[src/rtl/axi_lite_pkg.sv]
// Shared AXI4-Lite definitions: arbiter state encoding, response codes,
// the idle PROT value and a small grant-encoding helper.
package axi_lite_pkg;

    localparam logic [2:0] ST_IDLE    = 3'd0;
    localparam logic [2:0] ST_RD_ADDR = 3'd1;
    localparam logic [2:0] ST_RD_DATA = 3'd2;
    localparam logic [2:0] ST_WR_XFER = 3'd3;
    localparam logic [2:0] ST_WR_RESP = 3'd4;

    typedef enum logic [2:0] {
        S_IDLE    = ST_IDLE,
        S_RD_ADDR = ST_RD_ADDR,
        S_RD_DATA = ST_RD_DATA,
        S_WR_XFER = ST_WR_XFER,
        S_WR_RESP = ST_WR_RESP
    } arb_state_e;

    localparam logic [1:0] RESP_OKAY   = 2'b00;
    localparam logic [1:0] RESP_EXOKAY = 2'b01;
    localparam logic [1:0] RESP_SLVERR = 2'b10;
    localparam logic [1:0] RESP_DECERR = 2'b11;

    localparam logic [2:0] PROT_DEFAULT = 3'b000;

    // Convert a master index (0 = S0, 1 = S1) to a one-hot grant vector.
    function automatic logic [1:0] idx_to_onehot(input logic idx);
        return idx ? 2'b10 : 2'b01;
    endfunction

endpackage

[src/rtl/rr_arbiter2.sv]
// Two-input round-robin grant logic. The grant is combinational from req;
// the last-grant register only moves when the owner accepts the grant.
module rr_arbiter2
    import axi_lite_pkg::*;
(
    input  logic       clk,
    input  logic       rst_n,
    input  logic [1:0] req,
    input  logic       update,
    output logic [1:0] gnt
);

    logic last_q;
    logic last_d;

    // Pick a winner: a lone requester wins, a tie goes to the master not granted last.
    always_comb begin
        gnt = 2'b00;
        case (req)
            2'b01:   gnt = 2'b01;
            2'b10:   gnt = 2'b10;
            2'b11:   gnt = idx_to_onehot(~last_q);
            default: gnt = 2'b00;
        endcase
    end

    // Remember who was granted when the grant is actually taken.
    always_comb begin
        last_d = last_q;
        if (update && (gnt != 2'b00)) begin
            last_d = gnt[1];
        end else begin
            last_d = last_q;
        end
    end

    // Last-grant register; resets to S0 so S1 wins the first tie.
    always_ff @(posedge clk or negedge rst_n) begin
        if (!rst_n) begin
            last_q <= 1'b0;
        end else begin
            last_q <= last_d;
        end
    end

endmodule

[src/rtl/axi_lite_arbiter_2to1.sv]
// Two-master to one-slave AXI4-Lite arbiter, one transaction in flight.
// Ownership is decided in IDLE and held until the R or B handshake; once
// granted, all channels are forwarded combinationally to and from M.
module axi_lite_arbiter_2to1
    import axi_lite_pkg::*;
#(
    parameter int ADDR_W = 32,
    parameter int DATA_W = 32
) (
    input  logic                  clk,
    input  logic                  rst_n,
    // master 0 (instruction fetch)
    input  logic [ADDR_W-1:0]     S0_AXI_AWADDR,
    input  logic [2:0]            S0_AXI_AWPROT,
    input  logic                  S0_AXI_AWVALID,
    output logic                  S0_AXI_AWREADY,
    input  logic [DATA_W-1:0]     S0_AXI_WDATA,
    input  logic [DATA_W/8-1:0]   S0_AXI_WSTRB,
    input  logic                  S0_AXI_WVALID,
    output logic                  S0_AXI_WREADY,
    output logic [1:0]            S0_AXI_BRESP,
    output logic                  S0_AXI_BVALID,
    input  logic                  S0_AXI_BREADY,
    input  logic [ADDR_W-1:0]     S0_AXI_ARADDR,
    input  logic [2:0]            S0_AXI_ARPROT,
    input  logic                  S0_AXI_ARVALID,
    output logic                  S0_AXI_ARREADY,
    output logic [DATA_W-1:0]     S0_AXI_RDATA,
    output logic [1:0]            S0_AXI_RRESP,
    output logic                  S0_AXI_RVALID,
    input  logic                  S0_AXI_RREADY,
    // master 1 (data side)
    input  logic [ADDR_W-1:0]     S1_AXI_AWADDR,
    input  logic [2:0]            S1_AXI_AWPROT,
    input  logic                  S1_AXI_AWVALID,
    output logic                  S1_AXI_AWREADY,
    input  logic [DATA_W-1:0]     S1_AXI_WDATA,
    input  logic [DATA_W/8-1:0]   S1_AXI_WSTRB,
    input  logic                  S1_AXI_WVALID,
    output logic                  S1_AXI_WREADY,
    output logic [1:0]            S1_AXI_BRESP,
    output logic                  S1_AXI_BVALID,
    input  logic                  S1_AXI_BREADY,
    input  logic [ADDR_W-1:0]     S1_AXI_ARADDR,
    input  logic [2:0]            S1_AXI_ARPROT,
    input  logic                  S1_AXI_ARVALID,
    output logic                  S1_AXI_ARREADY,
    output logic [DATA_W-1:0]     S1_AXI_RDATA,
    output logic [1:0]            S1_AXI_RRESP,
    output logic                  S1_AXI_RVALID,
    input  logic                  S1_AXI_RREADY,
    // shared slave port
    output logic [ADDR_W-1:0]     M_AXI_AWADDR,
    output logic [2:0]            M_AXI_AWPROT,
    output logic                  M_AXI_AWVALID,
    input  logic                  M_AXI_AWREADY,
    output logic [DATA_W-1:0]     M_AXI_WDATA,
    output logic [DATA_W/8-1:0]   M_AXI_WSTRB,
    output logic                  M_AXI_WVALID,
    input  logic                  M_AXI_WREADY,
    input  logic [1:0]            M_AXI_BRESP,
    input  logic                  M_AXI_BVALID,
    output logic                  M_AXI_BREADY,
    output logic [ADDR_W-1:0]     M_AXI_ARADDR,
    output logic [2:0]            M_AXI_ARPROT,
    output logic                  M_AXI_ARVALID,
    input  logic                  M_AXI_ARREADY,
    input  logic [DATA_W-1:0]     M_AXI_RDATA,
    input  logic [1:0]            M_AXI_RRESP,
    input  logic                  M_AXI_RVALID,
    output logic                  M_AXI_RREADY,
    // status
    output logic [1:0]            gnt,
    output logic                  busy
);

    arb_state_e state_q, state_d;
    logic [1:0] gnt_q, gnt_d;
    logic       busy_q, busy_d;
    logic       aw_done_q, aw_done_d;
    logic       w_done_q, w_done_d;

    logic [1:0] req_s;
    logic [1:0] arb_gnt_s;
    logic       arb_update_s;
    logic       win_ar_s;
    logic       own_s;
    logic       in_rd_addr_s, in_rd_data_s, in_wr_xfer_s, in_wr_resp_s;
    logic       aw_fwd_s, w_fwd_s;
    logic       ar_hs_s, r_hs_s, aw_hs_s, w_hs_s, b_hs_s;
    logic       aw_set_s, w_set_s;

    // A pending AR or AW counts as a request; W alone does not.
    assign req_s    = {S1_AXI_ARVALID | S1_AXI_AWVALID, S0_AXI_ARVALID | S0_AXI_AWVALID};
    assign win_ar_s = arb_gnt_s[1] ? S1_AXI_ARVALID : S0_AXI_ARVALID;

    rr_arbiter2 u_rr (
        .clk    (clk),
        .rst_n  (rst_n),
        .req    (req_s),
        .update (arb_update_s),
        .gnt    (arb_gnt_s)
    );

    assign own_s        = gnt_q[1];
    assign in_rd_addr_s = (state_q == S_RD_ADDR);
    assign in_rd_data_s = (state_q == S_RD_DATA);
    assign in_wr_xfer_s = (state_q == S_WR_XFER);
    assign in_wr_resp_s = (state_q == S_WR_RESP);
    assign aw_fwd_s     = in_wr_xfer_s & ~aw_done_q;
    assign w_fwd_s      = in_wr_xfer_s & ~w_done_q;

    // Downstream request side: VALIDs depend only on state, flags and the owner's VALIDs.
    assign M_AXI_ARVALID = in_rd_addr_s & (own_s ? S1_AXI_ARVALID : S0_AXI_ARVALID);
    assign M_AXI_ARADDR  = in_rd_addr_s ? (own_s ? S1_AXI_ARADDR : S0_AXI_ARADDR) : {ADDR_W{1'b0}};
    assign M_AXI_ARPROT  = in_rd_addr_s ? (own_s ? S1_AXI_ARPROT : S0_AXI_ARPROT) : PROT_DEFAULT;
    assign M_AXI_RREADY  = in_rd_data_s & (own_s ? S1_AXI_RREADY : S0_AXI_RREADY);
    assign M_AXI_AWVALID = aw_fwd_s & (own_s ? S1_AXI_AWVALID : S0_AXI_AWVALID);
    assign M_AXI_AWADDR  = aw_fwd_s ? (own_s ? S1_AXI_AWADDR : S0_AXI_AWADDR) : {ADDR_W{1'b0}};
    assign M_AXI_AWPROT  = aw_fwd_s ? (own_s ? S1_AXI_AWPROT : S0_AXI_AWPROT) : PROT_DEFAULT;
    assign M_AXI_WVALID  = w_fwd_s & (own_s ? S1_AXI_WVALID : S0_AXI_WVALID);
    assign M_AXI_WDATA   = w_fwd_s ? (own_s ? S1_AXI_WDATA : S0_AXI_WDATA) : {DATA_W{1'b0}};
    assign M_AXI_WSTRB   = w_fwd_s ? (own_s ? S1_AXI_WSTRB : S0_AXI_WSTRB) : {(DATA_W/8){1'b0}};
    assign M_AXI_BREADY  = in_wr_resp_s & (own_s ? S1_AXI_BREADY : S0_AXI_BREADY);

    // Return paths reach the owner only; the other master sees all zeros.
    assign S0_AXI_ARREADY = gnt_q[0] & in_rd_addr_s & M_AXI_ARREADY;
    assign S0_AXI_RVALID  = gnt_q[0] & in_rd_data_s & M_AXI_RVALID;
    assign S0_AXI_RDATA   = (gnt_q[0] & in_rd_data_s) ? M_AXI_RDATA : {DATA_W{1'b0}};
    assign S0_AXI_RRESP   = (gnt_q[0] & in_rd_data_s) ? M_AXI_RRESP : RESP_OKAY;
    assign S0_AXI_AWREADY = gnt_q[0] & aw_fwd_s & M_AXI_AWREADY;
    assign S0_AXI_WREADY  = gnt_q[0] & w_fwd_s & M_AXI_WREADY;
    assign S0_AXI_BVALID  = gnt_q[0] & in_wr_resp_s & M_AXI_BVALID;
    assign S0_AXI_BRESP   = (gnt_q[0] & in_wr_resp_s) ? M_AXI_BRESP : RESP_OKAY;

    assign S1_AXI_ARREADY = gnt_q[1] & in_rd_addr_s & M_AXI_ARREADY;
    assign S1_AXI_RVALID  = gnt_q[1] & in_rd_data_s & M_AXI_RVALID;
    assign S1_AXI_RDATA   = (gnt_q[1] & in_rd_data_s) ? M_AXI_RDATA : {DATA_W{1'b0}};
    assign S1_AXI_RRESP   = (gnt_q[1] & in_rd_data_s) ? M_AXI_RRESP : RESP_OKAY;
    assign S1_AXI_AWREADY = gnt_q[1] & aw_fwd_s & M_AXI_AWREADY;
    assign S1_AXI_WREADY  = gnt_q[1] & w_fwd_s & M_AXI_WREADY;
    assign S1_AXI_BVALID  = gnt_q[1] & in_wr_resp_s & M_AXI_BVALID;
    assign S1_AXI_BRESP   = (gnt_q[1] & in_wr_resp_s) ? M_AXI_BRESP : RESP_OKAY;

    assign ar_hs_s  = M_AXI_ARVALID & M_AXI_ARREADY;
    assign r_hs_s   = M_AXI_RVALID & M_AXI_RREADY;
    assign aw_hs_s  = M_AXI_AWVALID & M_AXI_AWREADY;
    assign w_hs_s   = M_AXI_WVALID & M_AXI_WREADY;
    assign b_hs_s   = M_AXI_BVALID & M_AXI_BREADY;
    assign aw_set_s = aw_done_q | aw_hs_s;
    assign w_set_s  = w_done_q | w_hs_s;

    assign gnt  = gnt_q;
    assign busy = busy_q;

    // Next-state, grant and write-progress flags; reads win when AR and AW are both pending.
    always_comb begin
        state_d      = state_q;
        gnt_d        = gnt_q;
        aw_done_d    = aw_done_q;
        w_done_d     = w_done_q;
        arb_update_s = 1'b0;
        case (state_q)
            S_IDLE: begin
                if (arb_gnt_s != 2'b00) begin
                    arb_update_s = 1'b1;
                    gnt_d        = arb_gnt_s;
                    state_d      = win_ar_s ? S_RD_ADDR : S_WR_XFER;
                    aw_done_d    = 1'b0;
                    w_done_d     = 1'b0;
                end else begin
                    state_d = S_IDLE;
                end
            end
            S_RD_ADDR: begin
                if (ar_hs_s) begin
                    state_d = S_RD_DATA;
                end else begin
                    state_d = S_RD_ADDR;
                end
            end
            S_RD_DATA: begin
                if (r_hs_s) begin
                    state_d = S_IDLE;
                    gnt_d   = 2'b00;
                end else begin
                    state_d = S_RD_DATA;
                end
            end
            S_WR_XFER: begin
                if (aw_set_s && w_set_s) begin
                    state_d   = S_WR_RESP;
                    aw_done_d = 1'b0;
                    w_done_d  = 1'b0;
                end else begin
                    state_d   = S_WR_XFER;
                    aw_done_d = aw_set_s;
                    w_done_d  = w_set_s;
                end
            end
            S_WR_RESP: begin
                if (b_hs_s) begin
                    state_d = S_IDLE;
                    gnt_d   = 2'b00;
                end else begin
                    state_d = S_WR_RESP;
                end
            end
            default: begin
                state_d   = S_IDLE;
                gnt_d     = 2'b00;
                aw_done_d = 1'b0;
                w_done_d  = 1'b0;
            end
        endcase
        busy_d = (state_d != S_IDLE);
    end

    // State, grant, busy and write-progress registers.
    always_ff @(posedge clk or negedge rst_n) begin
        if (!rst_n) begin
            state_q   <= S_IDLE;
            gnt_q     <= 2'b00;
            busy_q    <= 1'b0;
            aw_done_q <= 1'b0;
            w_done_q  <= 1'b0;
        end else begin
            state_q   <= state_d;
            gnt_q     <= gnt_d;
            busy_q    <= busy_d;
            aw_done_q <= aw_done_d;
            w_done_q  <= w_done_d;
        end
    end

endmodule

[config.mk]
export PLATFORM = sky130hd
export DESIGN_NAME = axi_lite_arbiter_2to1
export DESIGN_NICKNAME = d
export VERILOG_FILES = /design/src/rtl/axi_lite_pkg.sv /design/src/rtl/rr_arbiter2.sv /design/src/rtl/axi_lite_arbiter_2to1.sv
export SDC_FILE = /design/constraint.sdc
export NUM_CORES = 1
export LEC_CHECK = 0
export ABC_CLOCK_PERIOD_IN_PS = 1400
export BUFFER_PORTS_ARGS = -buffer_cell sky130_fd_sc_hd__buf_2
export CAP_MARGIN = 20
export CORE_AREA = 2 2 181 183
export DETAILED_ROUTE_END_ITERATION = 10
export DIE_AREA = 0 0 183 185
export GPL_TIMING_DRIVEN = 1
export PLACE_DENSITY_LB_ADDON = 0.25
export SYNTH_ARGS = -nofsm -noshare
export SYNTH_HDL_FRONTEND = slang
export SYNTH_SLANG_ARGS = --single-unit
[constraint.sdc]
create_clock -name clk -period 1.4 [get_ports clk]
set_clock_uncertainty 0.05 [all_clocks]
set_input_delay 0.28 -clock clk [delete_from_list [all_inputs] [get_ports clk]]
set_output_delay 0.28 -clock clk [all_outputs]
set_load 0.005 [all_outputs]
# [Yosys cells after proc, flatten, opt, wreduce, memory -nomap -nowiden]
# Index checks and enable logic that the tools add are counted.
[totals] ff_bits=9 latch_bits=0 mem_bits_rw=0 romBits=0 inputBits=265 output_inout_bits=196 word_cells=109 n_memories=0
[op_classes] addsub=0 mul=0 div=0 magnitude_cmp=0 n_eq_ne=10 shifts=0 mux=44 bitwise_logic=40 reduce_logical=9
[ops] cell="$mux W32" count=8
[ops] cell="$and A1 B1 Y1" count=32
[ops] cell="$mux W2" count=12
[ops] cell="$mux W3" count=6
[ops] cell="$pmux W3 S5" count=1
[ops] cell="$mux W1" count=11
[ops] cell="$mux W4" count=2
[ops] cell="$pmux W2 S4" count=1
[ops] cell="$eq A3 B2 Y1 const B" count=2
[ops] cell="$pmux W1 S3" count=2
[ops] cell="$pmux W2 S3" count=1
[ops] cell="$eq A2 B2 Y1 const B" count=2
[ops] cell="$ne A2 B1 Y1 const B" count=2
[ops] cell="$not A1 Y1" count=4
[ops] cell="$or A1 B1 Y1" count=4
[ops] cell="$reduce_and A4 Y1" count=1
[ops] cell="$eq A3 B1 Y1 const B" count=1
[ops] cell="$eq A3 B3 Y1 const B" count=1
[ops] cell="$logic_not A3 Y1" count=1
[ops] cell="$reduce_bool A3 Y1" count=1
[ops] cell="$reduce_or A3 Y1" count=1
[ops] cell="$eq A2 B1 Y1 const B" count=1
[ops] cell="$logic_and A1 B1 Y1" count=2
[ops] cell="$ne A2 B2 Y1 const B" count=1
[ops] cell="other kinds (3)" count=3

# [Logic depth before layout (Yosys ltp)]
# Gate-level depths: netlist of run 1.
[logic_depth] ltp_word=9 ltp_mapped=6 depth_no_buf=4

# [By module]
# A second synthesis of run 1 with hierarchy kept.
[hier_totals] cells_unflattened=407 hier_area_um2=2865.2
[modules_own_cells] mod="axi_lite_arbiter_2to1" instances=1 cells_per_inst=401 area_each_um2=2810.2 seq_area_each_um2=200.2
[modules_own_cells] mod="rr_arbiter2" instances=1 cells_per_inst=6 area_each_um2=55.1 seq_area_each_um2=25.0

# [Least setup slack after synthesis of run 1]
# No wires, ideal clock.
[synth_path] path_kind="flip-flop to output port" from="register state_q[0]" to="output port S0_AXI_RDATA[10]" t_arrival_ps=1236 t_required_ps=1070 slack_ps=-166 path_stages_with_launch=7 path_buffers=3 path_cell_list="dfrtp_1 buf_2 nor2_1 and3_1 buf_2 clkbuf_2 and2_1"
[synth_via] elab_chain_cells=3
[synth_lines] element="from (decl)" line_no="axi_lite_arbiter_2to1.sv:77" text="arb_state_e state_q, state_d;"
[synth_lines] element="from (signal assigned)" line_no="axi_lite_arbiter_2to1.sv:228" text="state_q <= state_d;"
[synth_lines] element="$eq A3 B2 Y1" line_no="axi_lite_arbiter_2to1.sv:107" text="assign in_rd_data_s = (state_q == S_RD_DATA);"
[synth_lines] element="$and A1 B1 Y1" line_no="axi_lite_arbiter_2to1.sv:129" text="assign S0_AXI_RDATA = (gnt_q[0] & in_rd_data_s) ? M_AXI_RDATA : {DATA_W{1'b0}};"
[synth_lines] element="$mux W32" line_no="axi_lite_arbiter_2to1.sv:129"
[synth_lines] element="to (decl)" line_no="axi_lite_arbiter_2to1.sv:28" text="output logic [DATA_W-1:0] S0_AXI_RDATA,"
# Every way passes these cells.

# [Final worst setup path of run 1]
[layout_path] from="register gnt_q[1], in the netlist gnt[1]" to="output port M_AXI_AWVALID"
[layout_via] elab_chain_cells=2
[layout_lines] element="from (decl)" line_no="axi_lite_arbiter_2to1.sv:78" text="logic [1:0] gnt_q, gnt_d;"
[layout_lines] element="from (signal assigned)" line_no="axi_lite_arbiter_2to1.sv:229" text="gnt_q <= gnt_d;"
[layout_lines] element="$mux W1" line_no="axi_lite_arbiter_2to1.sv:118" text="assign M_AXI_AWVALID = aw_fwd_s & (own_s ? S1_AXI_AWVALID : S0_AXI_AWVALID);"
[layout_lines] element="$and A1 B1 Y1" line_no="axi_lite_arbiter_2to1.sv:118"
[layout_lines] element="to (decl)" line_no="axi_lite_arbiter_2to1.sv:55" text="output logic M_AXI_AWVALID,"
# Every way passes these cells.

==> results of run 1 <==
[synth_stat cells, types with 4 or more instances]
cell	n
o21ai_0	6
and2_1	71
inv_1	5
mux2i_1	109
nand2_1	6
and3_1	14
clkbuf_1	4
clkbuf_2	6
nor2_1	118
a21oi_1	5
buf_2	23
dfrtp_1	9
[report_power, final]
part	internal (uW)	switching, uW	leakage [uW]
Clock	382	142	0.0000382
Combinational	5480	4410	0.00391
Sequential	382	141	0.000107
Total	6250	4700	0.00405
[kinds of logic (layout without fill, tap and decap cells)]
kind of cell    count (synthesis)  count (layout)  share of synthesized area
other cells                     0               1                          0
mux                           111             111                      0.397
compound gates                 22              22                     0.0559
simple gates                  229             229                      0.400
flops                           9               9                     0.0799
buf+inv                        39             570                     0.0675
[layer usage]
metal / GRT usage / vias up / wire length (um) / share of wire
met5: 0 / - / 0 / 0
met3: 0.0144 / 18 / 1030 / 0.057
met1: 0.103 / 2179 / 7190 / 0.39
li1: - / 2451 / - / -
met4: 0.0214 / 0 / 335 / 0.018
met2: 0.159 / 217 / 9710 / 0.53
[worst max-delay path, delay by kind of cell (launching register included)]
kind / cells / cell delay, ns
mux: 1 / 0.29
flops: 1 / 0.53
buf+inv: 3 / 0.43
simple gates: 1 / 0.13
[cell type report]
class / count / area [um2]
well taps: 408 / 510
inverters: 5 / 18.8
diodes: 1 / 2.50
clock buffers: 4 / 78.8
repair buffers: 561 / 3780
flip-flops and latches: 9 / 231
multi-input cells: 362 / 2910
fillers: 3561 / 24500
[worst paths after layout]
path,start,to,slack (ns)
worst max-delay path,gnt[1]$_DFFE_PN0P_,M_AXI_AWVALID,-0.56
min in group asynchronous,rst_n,u_rr.last_q$_DFFE_PN0P_,0.43
max in group asynchronous,rst_n,gnt[1]$_DFFE_PN0P_,0.65
worst min register to register,u_rr.last_q$_DFFE_PN0P_,u_rr.last_q$_DFFE_PN0P_,0.51
worst max register to register,gnt[1]$_DFFE_PN0P_,w_done_q$_DFFE_PN0P_,-0.47
worst min-delay path,M_AXI_ARREADY,busy$_DFF_PN0_,0.39
[through the flow]
step	setup slack (ns)	instances	total power [uW]	setup TNS (ns)
finish	-0.556	1350	10900	-96.03
global route	-0.597	1349	11800	-107.37
CTS	-0.520	1326	9500	-89.28
detailed placement	-0.323	1309	8170	-43.75
global placement	-0.323	1309	8250	-45.11
floorplan	-0.0923	410	4860	-10.69
[registers in the layout, summed over array words and instances (netlist names)]
signal and cells:
gnt 2, busy 1, u_rr.last_q 1, aw_done_q 1, w_done_q 1, state_q 3
[repair_timing]
action / 4_1_cts / 5_1_grt
hold buffers: 1 / 0
gates cloned: 0 / 9
setup buffers: 13 / 14
endpoints found under the setup margin: 203 / 203
pin swaps: 11 / 56
hold endpoints to repair: 9 / 0
resized for setup: 57 / 149
==> impl_metrics.csv, run 1 <==
group,metric,value,unit
sta,fin_crit,1.96,ns
yosys,syn_nets,675,
floorplan,std_cell_rows,66,
floorplan,start_util,0.0879,
yosys,synthTopCellsByArea,"mux2i_1, and2_1, nor2_1",
yosys,yosys.area.top_type_share,0.387,
sta,hold_violations,0,
sta,relSlewSlack,0.792,
sta,fmax,0.511,GHz
status,status,"complete, but fails checks",
min_path,worstHoldPathType,"in -> reg",
yosys,yosysWarnings,0,
min_path,holdPathStages,3,
placed_design,placed_area,6180,um2
clock_tree,clock_latency,0.24,ns
route,routed_via_density,3.60,
yosys,synth_seq_area_share,0.0799,
placed_design,dp_hpwl,14.6,mm
final_layout,drive_gt1_frac,0.755,
sta,holdWs,0.391,ns
status,failed_checks,"negative setup slack",
sta,maxSlewViolCount,0,
final_layout,layout_commonest_cell,"buf_2",
clock_tree,clock-sinks,9,
floorplan,die_w,183,um
power,powerDensity,1450,nW/um2
placed_design,port_buffers,460,
power,vdd_drop_max,0.000538,V
setup_path,critPathKind,"reg -> out",
route,dr.pass1.iters,4,
final_layout,postLayoutCoreUtil,0.235,
setup_path,critPathRequiredTime,1.07,ns
clock_tree,cts_max_path_buffers,2,
setup_path,r2r_cells,8,
yosys,synthCells,410,
floorplan,core-area,32000,um2
yosys,synth_ff_type,"dfrtp_1",
final_layout,syn_to_final_growth,167,%
grt,grt_pass1_wl,23.0,mm
grt,grt_antenna_before_repair,1,
clock_tree,root_buffer,"clkbuf_16",
sta,worstMarginPinSlew,0.308,ns
yosys,yosysTopAreaCell,"mux2i_1",
sta,finalCritPeriodShare,1.40,
floorplan,dieArea,33900,um2
sta,rsz0062_at_grt,"yes",
clock_tree,cts_tree,"done",
route,drt_iter0_drc,85,
grt,grt_overflow,0,
power,p_leak,0.00405,uW
route,wl,18.3,mm
setup_path,path_cells,"buf_12 > buf_8 > mux2_4 > nor2b_1 > buf_4",
final_layout,final_cell_area,7530,um2
route,via_count,4865,
yosys,async_flop_share,1.00,
setup_path,cp_data_arrival_time,1.63,ns
setup_path,critPathLaunchType,"flop",
yosys,synthesis.area,2820,um2
final_layout,num-nets-final,1207,
placed_design,gp_congestion,0.743,
floorplan,io_pins,461,
yosys,yosysUniqueCellTypes,37,
setup_path,slowest_delay,0.53,ns
route,drtAntennaViolNets,0,
job,cap_violations,0,
clock_tree,cts_buffers,3,
floorplan,die_h,185,um
setup_path,crit_slowest_cell,"dfrtp_4",
route,drt-wirelength-per-cell,13.5,um
yosys,synth_seq_cells,9,
clock_tree,clk_pin_slew,0.04,ns
yosys,synth_area_per_cell,6.87,um2
grt,grt_pass1_vias,4295,
route,drc,0,
setup_path,path_max_fanout,4,
clock_tree,htreeDepth,1,
sta,setup_slack,-0.556,ns
grt,grt_start_max_net_pins,31,
setup_path,cp-end-kind,"output port",
grt,grt_usage,0.0863,
sta,setup_viol,203,
final_layout,layout_common_cells,"buf_2, mux2i_1, buf_6, nor2_1, nor2_2",
yosys,synth-edff-count,0,
Power figures use the tool's default switching activity.
==> run 2, diff against run 1 <==
--- a/config.mk
+++ b/config.mk
@@ -11,8 +11,8 @@
 export CORE_AREA = 2 2 181 183
 export DETAILED_ROUTE_END_ITERATION = 10
 export DIE_AREA = 0 0 183 185
-export GPL_TIMING_DRIVEN = 1
-export PLACE_DENSITY_LB_ADDON = 0.25
+export GPL_TIMING_DRIVEN = 0
+export PLACE_DENSITY = 0.36
 export SYNTH_ARGS = -nofsm -noshare
 export SYNTH_HDL_FRONTEND = slang
 export SYNTH_SLANG_ARGS = --single-unit
==> run 2 against run 1 <==
Net effect: the flow still finishes with violations (negative setup slack); setup slack got worse by 0.019 ns; critical path depth rose by 1; non-clock buffer count down 8; power increased by 17%; global-route usage increased by 1.5 points; largest cell class unchanged.
==> impl_metrics.csv, run 2 (synthesis gave the netlist of run 1 again) <==
group,metric,value,unit
setup_path,crit_slowest_cell,"dfrtp_2",
grt,grt_pass1_vias,4598,
clock_tree,htreeDepth,1,
route,dr.pass1.iters,6,
setup_path,critPathLaunchType,"flop",
setup_path,r2r_start,"gnt[1]$_DFFE_PN0P_",
setup_path,worst-path-buf-inv,4,
grt,grt_overflow,0,
grt,grt_antenna_before_repair,3,
setup_path,path_cells,"buf_12 > buf_12 > buf_12 > mux2i_1 > nor2_4 > buf_2",
route,routed_via_density,3.70,
floorplan,die_w,183,um
clock_tree,cts_buffers,3,
grt,grt_usage,0.101,
setup_path,r2r_cells,8,
clock_tree,clock_latency,0.23,ns
sta,fin_crit,1.97,ns
route,drtAntennaViolNets,0,
grt,grt_start_max_net_pins,11,
placed_design,place_worst_setup_slack,-0.591,ns
setup_path,crit_family,"buffers and inverters",
placed_design,placed_area,5910,um2
final_layout,syn_to_final_growth,179,%
floorplan,std_cell_rows,66,
sta,fmax,0.506,GHz
setup_path,cp_data_arrival_time,1.64,ns
final_layout,num-nets-final,1199,
floorplan,io_pins,461,
placed_design,port_buffers,460,
final_layout,stdcell_count,1342,
setup_path,critPathRequiredTime,1.07,ns
clock_tree,clock-sinks,9,
power,power,12800,uW
final_layout,largest_register_ffs,3,
sta,setup_slack,-0.574,ns
setup_path,critPathKind,"reg -> out",
power,powerDensity,1630,nW/um2
final_layout,layout_commonest_cell,"buf_2",
placed_design,gp_congestion,0.719,
min_path,holdPathStages,3,
final_layout,regMostFlops,"state_q",
clock_tree,cts_tree,"done",
setup_path,cp-end-kind,"output port",
sta,hold_violations,0,
placed_design,dp_hpwl,16.2,mm
setup_path,path_max_fanout,10,
clock_tree,cts_max_path_buffers,2,
status,failed_checks,"negative setup slack",
sta,holdWs,0.393,ns
route,drt-wirelength-per-cell,15.2,um
floorplan,start_util,0.0879,
power,vdd_drop_max,0.000647,V
final_layout,drive_gt1_frac,0.742,
min_path,hold_start,"M_AXI_ARREADY",
route,via_count,4971,
setup_path,crit_path_frequent_cell,"buf_12",
clock_tree,clk_pin_slew,0.04,ns
sta,maxSlewViolCount,0,
power,p_leak,0.00408,uW
floorplan,die_h,185,um
setup_path,ff2ff_setup_slack,-0.36,ns
floorplan,dieArea,33900,um2
grt,grt_pass1_wl,26.0,mm
route,drt_iter0_drc,106,
job,cap_violations,0,
floorplan,core-area,32000,um2
status,status,"complete, but fails checks",
min_path,worstHoldPathType,"in -> reg",
sta,worstMarginPinSlew,0.662,ns
final_layout,final_cell_area,7860,um2
sta,setup_viol,202,
placed_design,placed_cells,1278,
route,wl,20.4,mm
sta,finalCritPeriodShare,1.41,
min_path,min_to,"busy$_DFF_PN0_",
setup_path,slowest_delay,0.41,ns
route,drc,0,
setup_path,timing.rr.end,"busy$_DFF_PN0_",
sta,relSlewSlack,0.554,
sta,rsz0062_at_grt,"yes",
clock_tree,root_buffer,"clkbuf_16",
setup_path,worst-path-stages,6,
final_layout,layout_common_cells,"buf_2, and2_1, mux2i_1, nor2_1, nor2_4",
==> run 2: cell count changes in the layout (fill, tap and decap cells not counted), sizes merged <==
cell    previous run  this run
buf              554       537
clkbuf            10        19
==> run 2: worst min-delay path, cell delays in order <==
cell,delay [ns]
buf_2,0.15
nand3b_1,0.11
nand3_1,0.08
==> run 2: what timing repair did <==
| action | 4_1_cts | 5_1_grt |
|---|---|---|
| endpoints found under the hold margin | 9 | 0 |
| pin swaps | 36 | 32 |
| hold buffers | 1 | 0 |
| resized for setup | 136 | 125 |
| endpoints found under the setup margin | 201 | 202 |
| cloned | 9 | 8 |
| setup buffers | 30 | 12 |
==> run 2: per-stage QoR <==
step | TNS (ns) | utilization
final | -96.70 | 0.245
after global routing | -110.23 | 0.245
after CTS | -97.48 | 0.218
after detailed placement | -74.50 | 0.185
after global placement | -73.96 | 0.185
after floorplan | -10.69 | -
==> run 2: area by class of cell <==
| class | instances | area (um2) |
|---|---|---|
| Inverter | 5 | 18.8 |
| Fill cell | 3512 | 24200 |
| Sequential cell | 9 | 229 |
| Tap cell | 408 | 510 |
| Timing Repair Buffer | 520 | 3160 |
| Multi-Input combinational cell | 362 | 3270 |
| Buffer | 33 | 587 |
| Antenna cell | 1 | 2.50 |
| Clock buffer | 4 | 78.8 |
==> run 2: how the worst max path moves through the flow <==
stage                     slack [ns]          endpoint            startpoint
after CTS                      -0.56  S0_AXI_RDATA[30]  state_q[2]$_DFF_PN0_
after detailed placement       -0.59  M_AXI_ARADDR[29]  state_q[1]$_DFF_PN0_
after global placement         -0.62  M_AXI_ARADDR[29]  state_q[1]$_DFF_PN0_
final                          -0.57   M_AXI_AWADDR[8]    gnt[1]$_DFFE_PN0P_
after global routing           -0.64   M_AXI_AWADDR[8]    gnt[1]$_DFFE_PN0P_
after floorplan                -0.09  M_AXI_AWADDR[10]  state_q[2]$_DFF_PN0_
==> run 2: power breakdown <==
part           leakage (uW)  total, uW  switching, uW  internal [uW]
clock             0.0000382        508            127            381
combinational       0.00394      11700           5260           6480
sequential         0.000107        534            159            376
total               0.00408      12800           5540           7230
==> run 2: per-layer routing <==
metal,global-route usage,part of all wire
met1,0.100,0.35
met2,0.211,0.55
met3,0.0187,0.078
met4,0.0250,0.023
met5,0,0.0022
